File: src/rtl/axi2mem_tcdm_wr_unit_if.sv
// Bundle of all non-clock signals of axi2mem_tcdm_wr_unit.
// Groups: per-lane command stream, beat data stream, write-response request, two TCDM write ports.
// slave = the wr unit's view (accepts cmd/data, drives TCDM); master = the upstream/TCDM environment.
interface axi2mem_tcdm_wr_unit_if #(
    parameter int ID_WIDTH   = 6,
    parameter int ADDR_WIDTH = 32
);
    // per-lane command stream from the write-channel front-end
    logic [1:0]                 trans_req_i;
    logic [1:0][ID_WIDTH-1:0]   trans_id_i;
    logic [1:0][ADDR_WIDTH-1:0] trans_add_i;
    logic [1:0]                 trans_last_i;
    logic [1:0]                 trans_gnt_o;

    // 64-bit beat data, split into two 32-bit lanes
    logic                       data_req_i;
    logic [63:0]                data_dat_i;
    logic [7:0]                 data_strb_i;
    logic                       data_gnt_o;

    // write-response request back to the front-end
    logic                       trans_r_req_o;
    logic [ID_WIDTH-1:0]        trans_r_id_o;
    logic                       trans_r_gnt_i;

    // two TCDM write master ports
    logic [1:0]                 tcdm_req_o;
    logic [1:0][ADDR_WIDTH-1:0] tcdm_add_o;
    logic [1:0]                 tcdm_wen_o;
    logic [1:0][31:0]           tcdm_wdata_o;
    logic [1:0][3:0]            tcdm_be_o;
    logic [1:0]                 tcdm_gnt_i;

    modport slave (
        input  trans_req_i, trans_id_i, trans_add_i, trans_last_i,
        output trans_gnt_o,
        input  data_req_i, data_dat_i, data_strb_i,
        output data_gnt_o,
        output trans_r_req_o, trans_r_id_o,
        input  trans_r_gnt_i,
        output tcdm_req_o, tcdm_add_o, tcdm_wen_o, tcdm_wdata_o, tcdm_be_o,
        input  tcdm_gnt_i
    );

    modport master (
        output trans_req_i, trans_id_i, trans_add_i, trans_last_i,
        input  trans_gnt_o,
        output data_req_i, data_dat_i, data_strb_i,
        input  data_gnt_o,
        input  trans_r_req_o, trans_r_id_o,
        output trans_r_gnt_i,
        input  tcdm_req_o, tcdm_add_o, tcdm_wen_o, tcdm_wdata_o, tcdm_be_o,
        output tcdm_gnt_i
    );
endinterface

File: src/rtl/axi2mem_tcdm_wr_unit.sv
// Purpose: buffers the dual-lane AXI write command/data stream and issues it as two 32-bit TCDM write
//          ports; after the last beat retires on both lanes, requests a B response with the burst ID.
// Latency: push at edge N -> tcdm_req in N+1; last grant on later lane at M -> trans_r_req in M+1.
// Backpressure: trans_gnt_o/data_gnt_o are FIFO-not-full from registered state only; a lane that
//          finished its burst stalls until the response is accepted.
// Ports: clk_i, rst_ni (async, active low), bus (axi2mem_tcdm_wr_unit_if.slave).
// Optional feature macro: AXI2MEM_WR_SKIP_NULL_STRB_EN -- beats with an all-zero lane byte enable
//          are retired locally without a TCDM request.

// Small generic FIFO: registered storage, head read straight from storage (no fall-through).
module axi2mem_tcdm_wr_fifo #(
    parameter int WIDTH = 8,
    parameter int DEPTH = 4
) (
    input  logic             clk_i,
    input  logic             rst_ni,
    input  logic             push_i,
    input  logic [WIDTH-1:0] dat_i,
    input  logic             pop_i,
    output logic [WIDTH-1:0] dat_o,
    output logic             full_o,
    output logic             empty_o
);
    localparam int PTR_W = $clog2(DEPTH);
    localparam int CNT_W = $clog2(DEPTH) + 1;

    logic [WIDTH-1:0] mem_q [DEPTH];
    logic [PTR_W-1:0] wr_ptr_q, wr_ptr_d;
    logic [PTR_W-1:0] rd_ptr_q, rd_ptr_d;
    logic [CNT_W-1:0] cnt_q, cnt_d;
    logic             do_push, do_pop;

    // Requests against a full/empty FIFO are ignored so the pointers can never cross.
    assign do_push = push_i & ~full_o;
    assign do_pop  = pop_i & ~empty_o;

    always_comb begin
        wr_ptr_d = wr_ptr_q;
        rd_ptr_d = rd_ptr_q;
        cnt_d    = cnt_q;
        // DEPTH is a power of two, so the natural pointer overflow is the modulo wrap.
        if (do_push) wr_ptr_d = wr_ptr_q + 1'b1;
        if (do_pop)  rd_ptr_d = rd_ptr_q + 1'b1;
        case ({do_push, do_pop})
            2'b10:   cnt_d = cnt_q + 1'b1;
            2'b01:   cnt_d = cnt_q - 1'b1;
            default: cnt_d = cnt_q;
        endcase
    end

    // Storage is reset so the TCDM address/data outputs read zero out of reset.
    always_ff @(posedge clk_i or negedge rst_ni) begin
        if (!rst_ni) begin
            for (int i = 0; i < DEPTH; i++) mem_q[i] <= '0;
            wr_ptr_q <= '0;
            rd_ptr_q <= '0;
            cnt_q    <= '0;
        end else begin
            if (do_push) mem_q[wr_ptr_q] <= dat_i;
            wr_ptr_q <= wr_ptr_d;
            rd_ptr_q <= rd_ptr_d;
            cnt_q    <= cnt_d;
        end
    end

    assign dat_o   = mem_q[rd_ptr_q];
    assign full_o  = (cnt_q == CNT_W'(DEPTH));
    assign empty_o = (cnt_q == '0);
endmodule

module axi2mem_tcdm_wr_unit #(
    parameter int CMD_DEPTH  = 4,
    parameter int ID_WIDTH   = 6,
    parameter int ADDR_WIDTH = 32
) (
    input logic                   clk_i,
    input logic                   rst_ni,
    axi2mem_tcdm_wr_unit_if.slave bus
);
    typedef struct packed {
        logic [ID_WIDTH-1:0]   id;
        logic [ADDR_WIDTH-1:0] add;
        logic                  last;
    } cmd_t;

    typedef struct packed {
        logic [31:0] wdata;
        logic [3:0]  be;
    } wdat_t;

    typedef enum logic {L_RUN, L_DONE} lane_state_e;
    typedef enum logic {R_IDLE, R_RESP} resp_state_e;

    // FIFO plumbing
    cmd_t        cmd_in   [2];
    cmd_t        cmd_head [2];
    wdat_t       dat_in   [2];
    wdat_t       dat_head [2];
    logic [1:0]  cmd_push;
    logic [1:0]  cmd_full, cmd_empty;
    logic [1:0]  dat_full, dat_empty;
    logic        data_push;

    // lane control
    lane_state_e         lane_q [2];
    lane_state_e         lane_d [2];
    logic [ID_WIDTH-1:0] id_q   [2];
    logic [ID_WIDTH-1:0] id_d   [2];
    logic [1:0]          head_vld;
    logic [1:0]          null_be;
    logic [1:0]          pop;

    // response control
    resp_state_e resp_q, resp_d;
    logic        resp_hs;

    // TCDM output staging
    logic [1:0]                 tcdm_req;
    logic [1:0][ADDR_WIDTH-1:0] tcdm_add;
    logic [1:0][31:0]           tcdm_wdata;
    logic [1:0][3:0]            tcdm_be;

    // Both data lanes are pushed together, so one grant covers both halves of a beat.
    assign bus.data_gnt_o = ~dat_full[0] & ~dat_full[1];
    assign data_push      = bus.data_req_i & bus.data_gnt_o;
    assign bus.trans_gnt_o = ~cmd_full;

    assign resp_hs = (resp_q == R_RESP) & bus.trans_r_gnt_i;

    always_comb begin
        for (int k = 0; k < 2; k++) begin
            cmd_in[k].id    = bus.trans_id_i[k];
            cmd_in[k].add   = bus.trans_add_i[k];
            cmd_in[k].last  = bus.trans_last_i[k];
            dat_in[k].wdata = bus.data_dat_i[32*k +: 32];
            dat_in[k].be    = bus.data_strb_i[4*k +: 4];
            cmd_push[k]     = bus.trans_req_i[k] & ~cmd_full[k];
        end
    end

    for (genvar g = 0; g < 2; g++) begin : g_lane
        axi2mem_tcdm_wr_fifo #(
            .WIDTH ($bits(cmd_t)),
            .DEPTH (CMD_DEPTH)
        ) i_cmd_fifo (
            .clk_i   (clk_i),
            .rst_ni  (rst_ni),
            .push_i  (cmd_push[g]),
            .dat_i   (cmd_in[g]),
            .pop_i   (pop[g]),
            .dat_o   (cmd_head[g]),
            .full_o  (cmd_full[g]),
            .empty_o (cmd_empty[g])
        );

        axi2mem_tcdm_wr_fifo #(
            .WIDTH ($bits(wdat_t)),
            .DEPTH (CMD_DEPTH)
        ) i_dat_fifo (
            .clk_i   (clk_i),
            .rst_ni  (rst_ni),
            .push_i  (data_push),
            .dat_i   (dat_in[g]),
            .pop_i   (pop[g]),
            .dat_o   (dat_head[g]),
            .full_o  (dat_full[g]),
            .empty_o (dat_empty[g])
        );
    end

    // Lane FSMs: issue a beat when both the command and its data are at the FIFO heads.
    always_comb begin
        for (int k = 0; k < 2; k++) begin
            lane_d[k]   = lane_q[k];
            id_d[k]     = id_q[k];
            tcdm_req[k] = 1'b0;
            pop[k]      = 1'b0;
            head_vld[k] = ~cmd_empty[k] & ~dat_empty[k];
`ifdef AXI2MEM_WR_SKIP_NULL_STRB_EN
            null_be[k]  = (dat_head[k].be == 4'b0000);
`else
            null_be[k]  = 1'b0;
`endif
            tcdm_add[k]   = cmd_head[k].add;
            tcdm_wdata[k] = dat_head[k].wdata;
            tcdm_be[k]    = dat_head[k].be;

            if ((lane_q[k] == L_RUN) && head_vld[k]) begin
                // A null-strobe beat retires locally in one cycle, as if granted.
                tcdm_req[k] = ~null_be[k];
                pop[k]      = null_be[k] | bus.tcdm_gnt_i[k];
            end

            if (pop[k] && cmd_head[k].last) begin
                lane_d[k] = L_DONE;
                id_d[k]   = cmd_head[k].id;
            end

            // Only reachable from L_DONE: both lanes are parked while the response is pending.
            if (resp_hs) lane_d[k] = L_RUN;
        end
    end

    // Response FSM looks at the lanes' next state so the request rises the cycle after the
    // later lane's last grant rather than one cycle later.
    always_comb begin
        resp_d = resp_q;
        case (resp_q)
            R_IDLE: if ((lane_d[0] == L_DONE) && (lane_d[1] == L_DONE)) resp_d = R_RESP;
            R_RESP: if (bus.trans_r_gnt_i) resp_d = R_IDLE;
            default: resp_d = R_IDLE;
        endcase
    end

    always_ff @(posedge clk_i or negedge rst_ni) begin
        if (!rst_ni) begin
            resp_q <= R_IDLE;
            for (int k = 0; k < 2; k++) begin
                lane_q[k] <= L_RUN;
                id_q[k]   <= '0;
            end
        end else begin
            resp_q <= resp_d;
            for (int k = 0; k < 2; k++) begin
                lane_q[k] <= lane_d[k];
                id_q[k]   <= id_d[k];
            end
        end
    end

    // Both lanes carry the same burst ID; lane 0's copy is the one reported.
    assign bus.trans_r_req_o = (resp_q == R_RESP);
    assign bus.trans_r_id_o  = id_q[0];

    assign bus.tcdm_req_o   = tcdm_req;
    assign bus.tcdm_add_o   = tcdm_add;
    assign bus.tcdm_wdata_o = tcdm_wdata;
    assign bus.tcdm_be_o    = tcdm_be;
    assign bus.tcdm_wen_o   = 2'b00;
endmodule

File: src/flat_wrapper.sv
// flat-port wrapper written by rule: the top's interface ports become plain ports
module axi2mem_tcdm_wr_unit_flat 
#(
    parameter int CMD_DEPTH  = 4,
    parameter int ID_WIDTH   = 6,
    parameter int ADDR_WIDTH = 32
)
  (clk_i, rst_ni, bus_trans_req_i, bus_trans_id_i, bus_trans_add_i, bus_trans_last_i, bus_trans_gnt_o, bus_data_req_i, bus_data_dat_i, bus_data_strb_i, bus_data_gnt_o, bus_trans_r_req_o, bus_trans_r_id_o, bus_trans_r_gnt_i, bus_tcdm_req_o, bus_tcdm_add_o, bus_tcdm_wen_o, bus_tcdm_wdata_o, bus_tcdm_be_o, bus_tcdm_gnt_i);
  axi2mem_tcdm_wr_unit_if #(.ID_WIDTH(ID_WIDTH), .ADDR_WIDTH(ADDR_WIDTH)) bus_i ();
  input logic clk_i;
  input logic rst_ni;
  input wire logic [$bits(bus_i.trans_req_i)-1:0] bus_trans_req_i;
  input wire logic [$bits(bus_i.trans_id_i)-1:0] bus_trans_id_i;
  input wire logic [$bits(bus_i.trans_add_i)-1:0] bus_trans_add_i;
  input wire logic [$bits(bus_i.trans_last_i)-1:0] bus_trans_last_i;
  output wire logic [$bits(bus_i.trans_gnt_o)-1:0] bus_trans_gnt_o;
  input wire logic [$bits(bus_i.data_req_i)-1:0] bus_data_req_i;
  input wire logic [$bits(bus_i.data_dat_i)-1:0] bus_data_dat_i;
  input wire logic [$bits(bus_i.data_strb_i)-1:0] bus_data_strb_i;
  output wire logic [$bits(bus_i.data_gnt_o)-1:0] bus_data_gnt_o;
  output wire logic [$bits(bus_i.trans_r_req_o)-1:0] bus_trans_r_req_o;
  output wire logic [$bits(bus_i.trans_r_id_o)-1:0] bus_trans_r_id_o;
  input wire logic [$bits(bus_i.trans_r_gnt_i)-1:0] bus_trans_r_gnt_i;
  output wire logic [$bits(bus_i.tcdm_req_o)-1:0] bus_tcdm_req_o;
  output wire logic [$bits(bus_i.tcdm_add_o)-1:0] bus_tcdm_add_o;
  output wire logic [$bits(bus_i.tcdm_wen_o)-1:0] bus_tcdm_wen_o;
  output wire logic [$bits(bus_i.tcdm_wdata_o)-1:0] bus_tcdm_wdata_o;
  output wire logic [$bits(bus_i.tcdm_be_o)-1:0] bus_tcdm_be_o;
  input wire logic [$bits(bus_i.tcdm_gnt_i)-1:0] bus_tcdm_gnt_i;
  assign bus_i.trans_req_i = bus_trans_req_i;
  assign bus_i.trans_id_i = bus_trans_id_i;
  assign bus_i.trans_add_i = bus_trans_add_i;
  assign bus_i.trans_last_i = bus_trans_last_i;
  assign bus_trans_gnt_o = bus_i.trans_gnt_o;
  assign bus_i.data_req_i = bus_data_req_i;
  assign bus_i.data_dat_i = bus_data_dat_i;
  assign bus_i.data_strb_i = bus_data_strb_i;
  assign bus_data_gnt_o = bus_i.data_gnt_o;
  assign bus_trans_r_req_o = bus_i.trans_r_req_o;
  assign bus_trans_r_id_o = bus_i.trans_r_id_o;
  assign bus_i.trans_r_gnt_i = bus_trans_r_gnt_i;
  assign bus_tcdm_req_o = bus_i.tcdm_req_o;
  assign bus_tcdm_add_o = bus_i.tcdm_add_o;
  assign bus_tcdm_wen_o = bus_i.tcdm_wen_o;
  assign bus_tcdm_wdata_o = bus_i.tcdm_wdata_o;
  assign bus_tcdm_be_o = bus_i.tcdm_be_o;
  assign bus_i.tcdm_gnt_i = bus_tcdm_gnt_i;
  axi2mem_tcdm_wr_unit #(.CMD_DEPTH(CMD_DEPTH), .ID_WIDTH(ID_WIDTH), .ADDR_WIDTH(ADDR_WIDTH)) u_core (.clk_i(clk_i), .rst_ni(rst_ni), .bus(bus_i));
endmodule
File: config.mk
export PLATFORM = sky130hd
export DESIGN_NAME = axi2mem_tcdm_wr_unit_flat
export DESIGN_NICKNAME = d
export VERILOG_FILES = /design/src/rtl/axi2mem_tcdm_wr_unit_if.sv /design/src/rtl/axi2mem_tcdm_wr_unit.sv /design/src/flat_wrapper.sv
export SDC_FILE = /design/constraint.sdc
export NUM_CORES = 1
export LEC_CHECK = 0
export BUFFER_PORTS_ARGS = -buffer_cell sky130_fd_sc_hd__clkbuf_2
export CORE_AREA = 8 8 275 277
export CTS_BUF_LIST = sky130_fd_sc_hd__clkbuf_8
export CTS_CLUSTER_DIAMETER = 200
export DETAILED_ROUTE_END_ITERATION = 8
export DIE_AREA = 0 0 283 285
export PLACE_DENSITY = 0.68
export SYNTH_ARGS = -nofsm -noshare
export SYNTH_HDL_FRONTEND = slang
export SYNTH_HIERARCHICAL = 1
export SYNTH_SLANG_ARGS = --single-unit
File: constraint.sdc
create_clock -name clk_i -period 5.07 [get_ports clk_i]
set_input_delay 0.2535 -clock clk_i [delete_from_list [all_inputs] [get_ports clk_i]]
set_output_delay 0.2535 -clock clk_i [all_outputs]
set_load 0.005 [all_outputs]
# Word level (Yosys, flattened, before mapping)
# Cells that the tools add are included.
# word_totals
out_inout_bits	150
reg_bits	637
inputBits	158
word_cells	163
# op_classes
n_mux	39
eq_ne	12
bitwise	35
n_reduce_logical	17
add_sub_neg	16
order_cmp	12
# op_table
cell	n
$bwmux 156	2
$bwmux 144	2
$mux 36	6
$bmux 39 s2	2
$demux 39 s2	2
$mux 39	4
$bmux 36 s2	2
$demux 36 s2	2
$mux 33	2
$ge 3x3->1 const B	8
$not 2->3	8
$pmux 3 s2	4
$add 2x1->2 const B	8
$and 1x1->1	15
$add 3x1->3 const B	4
$eq 3x3->1 const B	4
$logic_not 3->1	4
$lt 3x1->1 const B	4
$sub 3x1->3 const B	4
$not 1->1	11
$mux 1	10
$logic_and 1x1->1	9
$eq 2x1->1 const B	4
$eq 2x2->1 const B	4
other kinds (3)	6

# Logic depth before layout (Yosys ltp)
# depth
depth_word	11
depth_mapped	10
ltp_nobuf	10

# Hierarchy
# Netlist, hierarchy kept.
# modules_own_cells
mod	instances	cells_each	seq_area_each_um2	area_each_um2
axi2mem_tcdm_wr_fifo at u_core.g_lane[0].i_cmd_fifo ...	2	416	4078.9	7134.3
axi2mem_tcdm_wr_fifo at u_core.g_lane[0].i_dat_fifo ...	2	384	3778.6	6695.2
axi2mem_tcdm_wr_unit	1	38	225.2	454.2

# Worst setup path before layout
# OpenSTA, ideal clock, no wires.
# synth_timing
kind	reg-to-reg
from	reg u_core.g_lane[0].i_dat_fifo.cnt_q[0]
to	reg u_core.g_lane[0].i_dat_fifo.cnt_q[2]
arrival_time_ns	2.390
setup_ns	0.079
required_time_ns	4.991
path_buffers	0
path_slack_ns	2.601
period_less_slack_ns	2.469
stages_incl_launch_ff	11
cell_sequence	dfrtp_1 -> nor3b_4 -> nor2_1 -> and2_1 -> nand2b_1 -> ha_1 -> inv_1 -> fa_1 -> xor2_1 -> nor2_1 -> xor2_1
# synth_between
elab_cells_between_ends	17
cone_classes	2 x add/sub; 3 x eq/ne; 2 x mux; 7 x bitwise; 3 x reduce/logical
# synth_rtl
item	line	rtl
start: declaration	axi2mem_tcdm_wr_unit.sv:30	logic [CNT_W-1:0] cnt_q, cnt_d;
start signal: assignment	axi2mem_tcdm_wr_unit.sv:62	cnt_q <= cnt_d;
$eq 3x3->1 *	axi2mem_tcdm_wr_unit.sv:67	assign full_o = (cnt_q == CNT_W'(DEPTH));
named net u_core.dat_full[0]	axi2mem_tcdm_wr_unit.sv:101	logic [1:0] dat_full, dat_empty;
$not 1->1 *	axi2mem_tcdm_wr_unit.sv:124	assign bus.data_gnt_o = ~dat_full[0] & ~dat_full[1];
$and 1x1->1 *	axi2mem_tcdm_wr_unit.sv:124	
named net bus_data_gnt_o	flat_wrapper.sv:20	output wire logic [$bits(bus_i.data_gnt_o)-1:0] bus_data_gnt_o;
$and 1x1->1 *	axi2mem_tcdm_wr_unit.sv:125	assign data_push = bus.data_req_i & bus.data_gnt_o;
named net u_core.data_push	axi2mem_tcdm_wr_unit.sv:102	logic data_push;
$and 1x1->1 *	axi2mem_tcdm_wr_unit.sv:34	assign do_push = push_i & ~full_o;
$eq 2x1->1 or $eq 2x2->1 (tied branches)	axi2mem_tcdm_wr_unit.sv:44	case ({do_push, do_pop})
$pmux 3 s2 or $reduce_bool 2->1 (tied branches)	-	
# Mark *: on every way through the listed nets, which the timed path passes. The rest lies on a longest branch.
# A chain may end at the register's enable or synchronous reset.

# Worst setup path in the final report
# layout_timing
from	reg u_core.g_lane[1].i_dat_fifo.rd_ptr_q[0]
to	out bus_tcdm_wdata_o[54]
# layout_between
elab_chain_len	4
# layout_rtl
item	line	rtl
start: declaration	axi2mem_tcdm_wr_unit.sv:29	logic [PTR_W-1:0] rd_ptr_q, rd_ptr_d;
start signal: assignment	axi2mem_tcdm_wr_unit.sv:61	rd_ptr_q <= rd_ptr_d;
$not 2->3 (implied by the code)	axi2mem_tcdm_wr_unit.sv:66	assign dat_o = mem_q[rd_ptr_q];
$bmux 36 s2	axi2mem_tcdm_wr_unit.sv:66	
$mux 36 (implied by the code) (2 in a row)	axi2mem_tcdm_wr_unit.sv:66	
end: declaration	flat_wrapper.sv:27	output wire logic [$bits(bus_i.tcdm_wdata_o)-1:0] bus_tcdm_wdata_o;
# No other way between the ends. The select of a mux whose other input is x is not followed.

==> results list <==
- The run finished with clean final reports.
* PD cells: 688 nW/um^2
- Core outline area: 71000 sq um
- The final hold violation count is 0.
* First-pass GRT wire length: 102 mm
* Later-pin clock latency in the skew report: 0.69 ns
* Worst Clk Skew: 0.0269 ns
- The first TritonRoute pass finished after 4 iterations.
- Summed over all layers, the global routing overflow is 0.
- Vias in the first global route: 18000
- After routing, the total negative slack on setup checks comes to 0 ns.
* Max-cap viol count: 0
* Commonest non-fill, non-tap cell in the layout: dfrtp_1
- Final-report max-slew violation count: 0
* Unrepaired setup endpoints after global routing: false
* Die outline area: 80700 sq um
- The signal on the critical path passes through buf_4 -> mux4_2 -> clkbuf_2.
- Net count of the finished layout: 2258
- In this run the horizontal extent of the chip is 283 um.
- Mean instance size in the synthesized netlist: 17.1 sq um
- Of all nets on the critical path, the largest fanout is 24.
- In the routed design, unresolved DRC markers number 0.
- On the worst path, the slowest cell contributes a delay of 0.94 ns.
* Number of input and output port buffers inserted: 299
- For this block, the routed nets add up to 62.4 mm of wire.
- The detailed router finished its first iteration with 586 violations.
- Before CTS, the worst setup slack after placement is 2.05 ns.
- Measured along the y axis, the die boundary spans 285 um.
- After clock tree synthesis, the clock-pin slew on the worst setup and hold paths is 0.06 ns.
- After detailed routing, the number of vias per cell comes to 4.97.
* Via count: 15500
* CTS tree: yes
- Register-to-register setup slack: 2.08 ns
* Worst Setup Slack, final: 2.01 ns
- Entering global routing, the biggest net connects 179 pins.
* Standard-cell row count: 98
- In this run the worst hold path is classified as in -> reg.
- Share of the clock period used by the worst path: 60.3%
* Category of the critical setup timing path: reg -> out
- Worst VDD drop: 0.311 mV
- Leaving out fill and tap cells, the most frequent cells in the layout are dfrtp_1, mux2_2, clkbuf_2.
- Clock tree root buffer cell: clkbuf_8
- Setup violations remaining at the end of the flow were counted as 0.
* Cell area after synthesis: 27100 sq um
- Achievable frequency: 327 MHz
* Leakage power of the design: 14.4 nW
* Antenna violations before repair: 7
- In this run, CTS created clock tree buffers numbering 106.
- In this run the remaining antenna-violating nets after routing total 0.
* Yosys synthesis warning count: 6
- Arrival time of the worst setup path: 2.80 ns
* I/O pins: 308
- Average detailed-routed wire length per instance: 20.0 um
* Detailed placer's ending HPWL: 39.1 mm
* Startpoint kind of the worst setup timing path: flip-flop
- Cells with a size suffix above 1 make up 57.4% of the layout.
* Total global routing track utilization: 15.5%
- STA puts the critical path data required time at 4.82 ns.
* Time the worst path needs with I/O delays and setup: 3.06 ns
- Compared with the post-synthesis result, the final layout area differs by 22.5%.
- At the pin with the least slew margin, the transition time is 1.16 ns.
- Crit. End Element: primary output
- H-tree depth reported by CTS: 3
- The number of setup buffers added after CTS is 0.
- Crit-path slowest cell: dfrtp_2
- Instance count of the mapped netlist: 1584
* FILL cells: 6128
- The longest clock path from root to sink contains 3 buffers.
- Global placer's final weighted congestion: 0.711
* Effective utilization at floorplan: 38.2%
- Number of clock sinks: 613
- Relative max-transition margin: 22.9%
-- layer usage --
metal | wire length [um] | vias to the layer above | track usage [%]
li1 | - | 6851 | -
met1 | 25600 | 8249 | 18.6
met2 | 31800 | 290 | 27.0
met3 | 3610 | 99 | 4.54
met4 | 1320 | 2 | 4.62
met5 | 13 | - | 0
-- path summary, 6_finish.rpt --
path / start / to / depth (start not counted)
min: bus_trans_req_i[0] / u_core/g_lane[0].i_cmd_fifo/wr_ptr_q[0] / 4
min reg2reg: u_core/g_lane[0].i_dat_fifo/rd_ptr_q[1] / u_core/g_lane[0].i_dat_fifo/rd_ptr_q[1] / 1
min in group asynchronous: rst_ni / u_core/g_lane[0].i_dat_fifo/mem_q[23] / 2
max in group asynchronous: rst_ni / u_core/g_lane[0].i_cmd_fifo/rd_ptr_q[0] / 3
max reg2reg: u_core/g_lane[1].i_dat_fifo/cnt_q[2] / u_core/g_lane[1].i_dat_fifo/mem_q[114] / 7
max: u_core/g_lane[1].i_dat_fifo/rd_ptr_q[0] / bus_tcdm_wdata_o[54] / 3
-- report_power, final --
| part | internal, mW | switching (mW) | leakage [nW] |
|---|---|---|---|
| clock | 2.65 | 2.01 | 1.30 |
| sequential | 7.45 | 1.50 | 7.28 |
| combinational | 5.54 | 3.70 | 5.81 |
-- critical path: cells and delay by family, from the launching register on --
family / cells / cell delay, ns
buffers and inverters: 2 / 0.60
flip-flops: 1 / 0.94
multiplexers: 1 / 0.59
-- flip-flops by register name (all words and copies together), names as in the netlist, 6 cells and up --
register                        cells
u_core/g_lane.i_dat_fifo/mem_q    288
u_core/bus.trans_r_id_o             6
u_core/g_lane.i_dat_fifo/cnt_q      6
u_core/g_lane.i_cmd_fifo/mem_q    288
u_core/g_lane.i_cmd_fifo/cnt_q      6
-- final cells by class --
cell class | count | area (sq um) | share of cell area [%]
diodes | 7 | 17.5 | 0.0528
clock buffers | 142 | 1950 | 5.89
clock inverters | 49 | 319 | 0.961
inverters | 22 | 82.6 | 0.249
multi-input cells | 857 | 11000 | 33.3
flip-flops and latches | 613 | 15300 | 46.2
well taps | 950 | 1190 | 3.58
repair buffers | 476 | 3250 | 9.78
-- stage by stage --
stage | hold slack (ns) | instance area [sq um] | util, % | power, mW | std cells
after floorplan | -0.0421 | 27100 | - | 15.2 | 1585
after global routing | 0.0800 | 33200 | 46.8 | 24.4 | 3113
after global placement | 0.307 | 29400 | 41.4 | 17.8 | 2769
after CTS | 0.00486 | 33200 | 46.7 | 23.3 | 3109
after detailed placement | 0.321 | 29400 | 41.4 | 18.4 | 2769
final | 0.112 | 33200 | 46.8 | 22.8 | 3116
-- repair_timing --
action | in CTS | in global routing
gates resized for setup | 0 | 0
hold endpoints to repair | 659 | 0
hold buffers | 149 | 0
endpoints found under the setup margin | 0 | 0
Note: power is estimated with default switching activity, not from simulation.
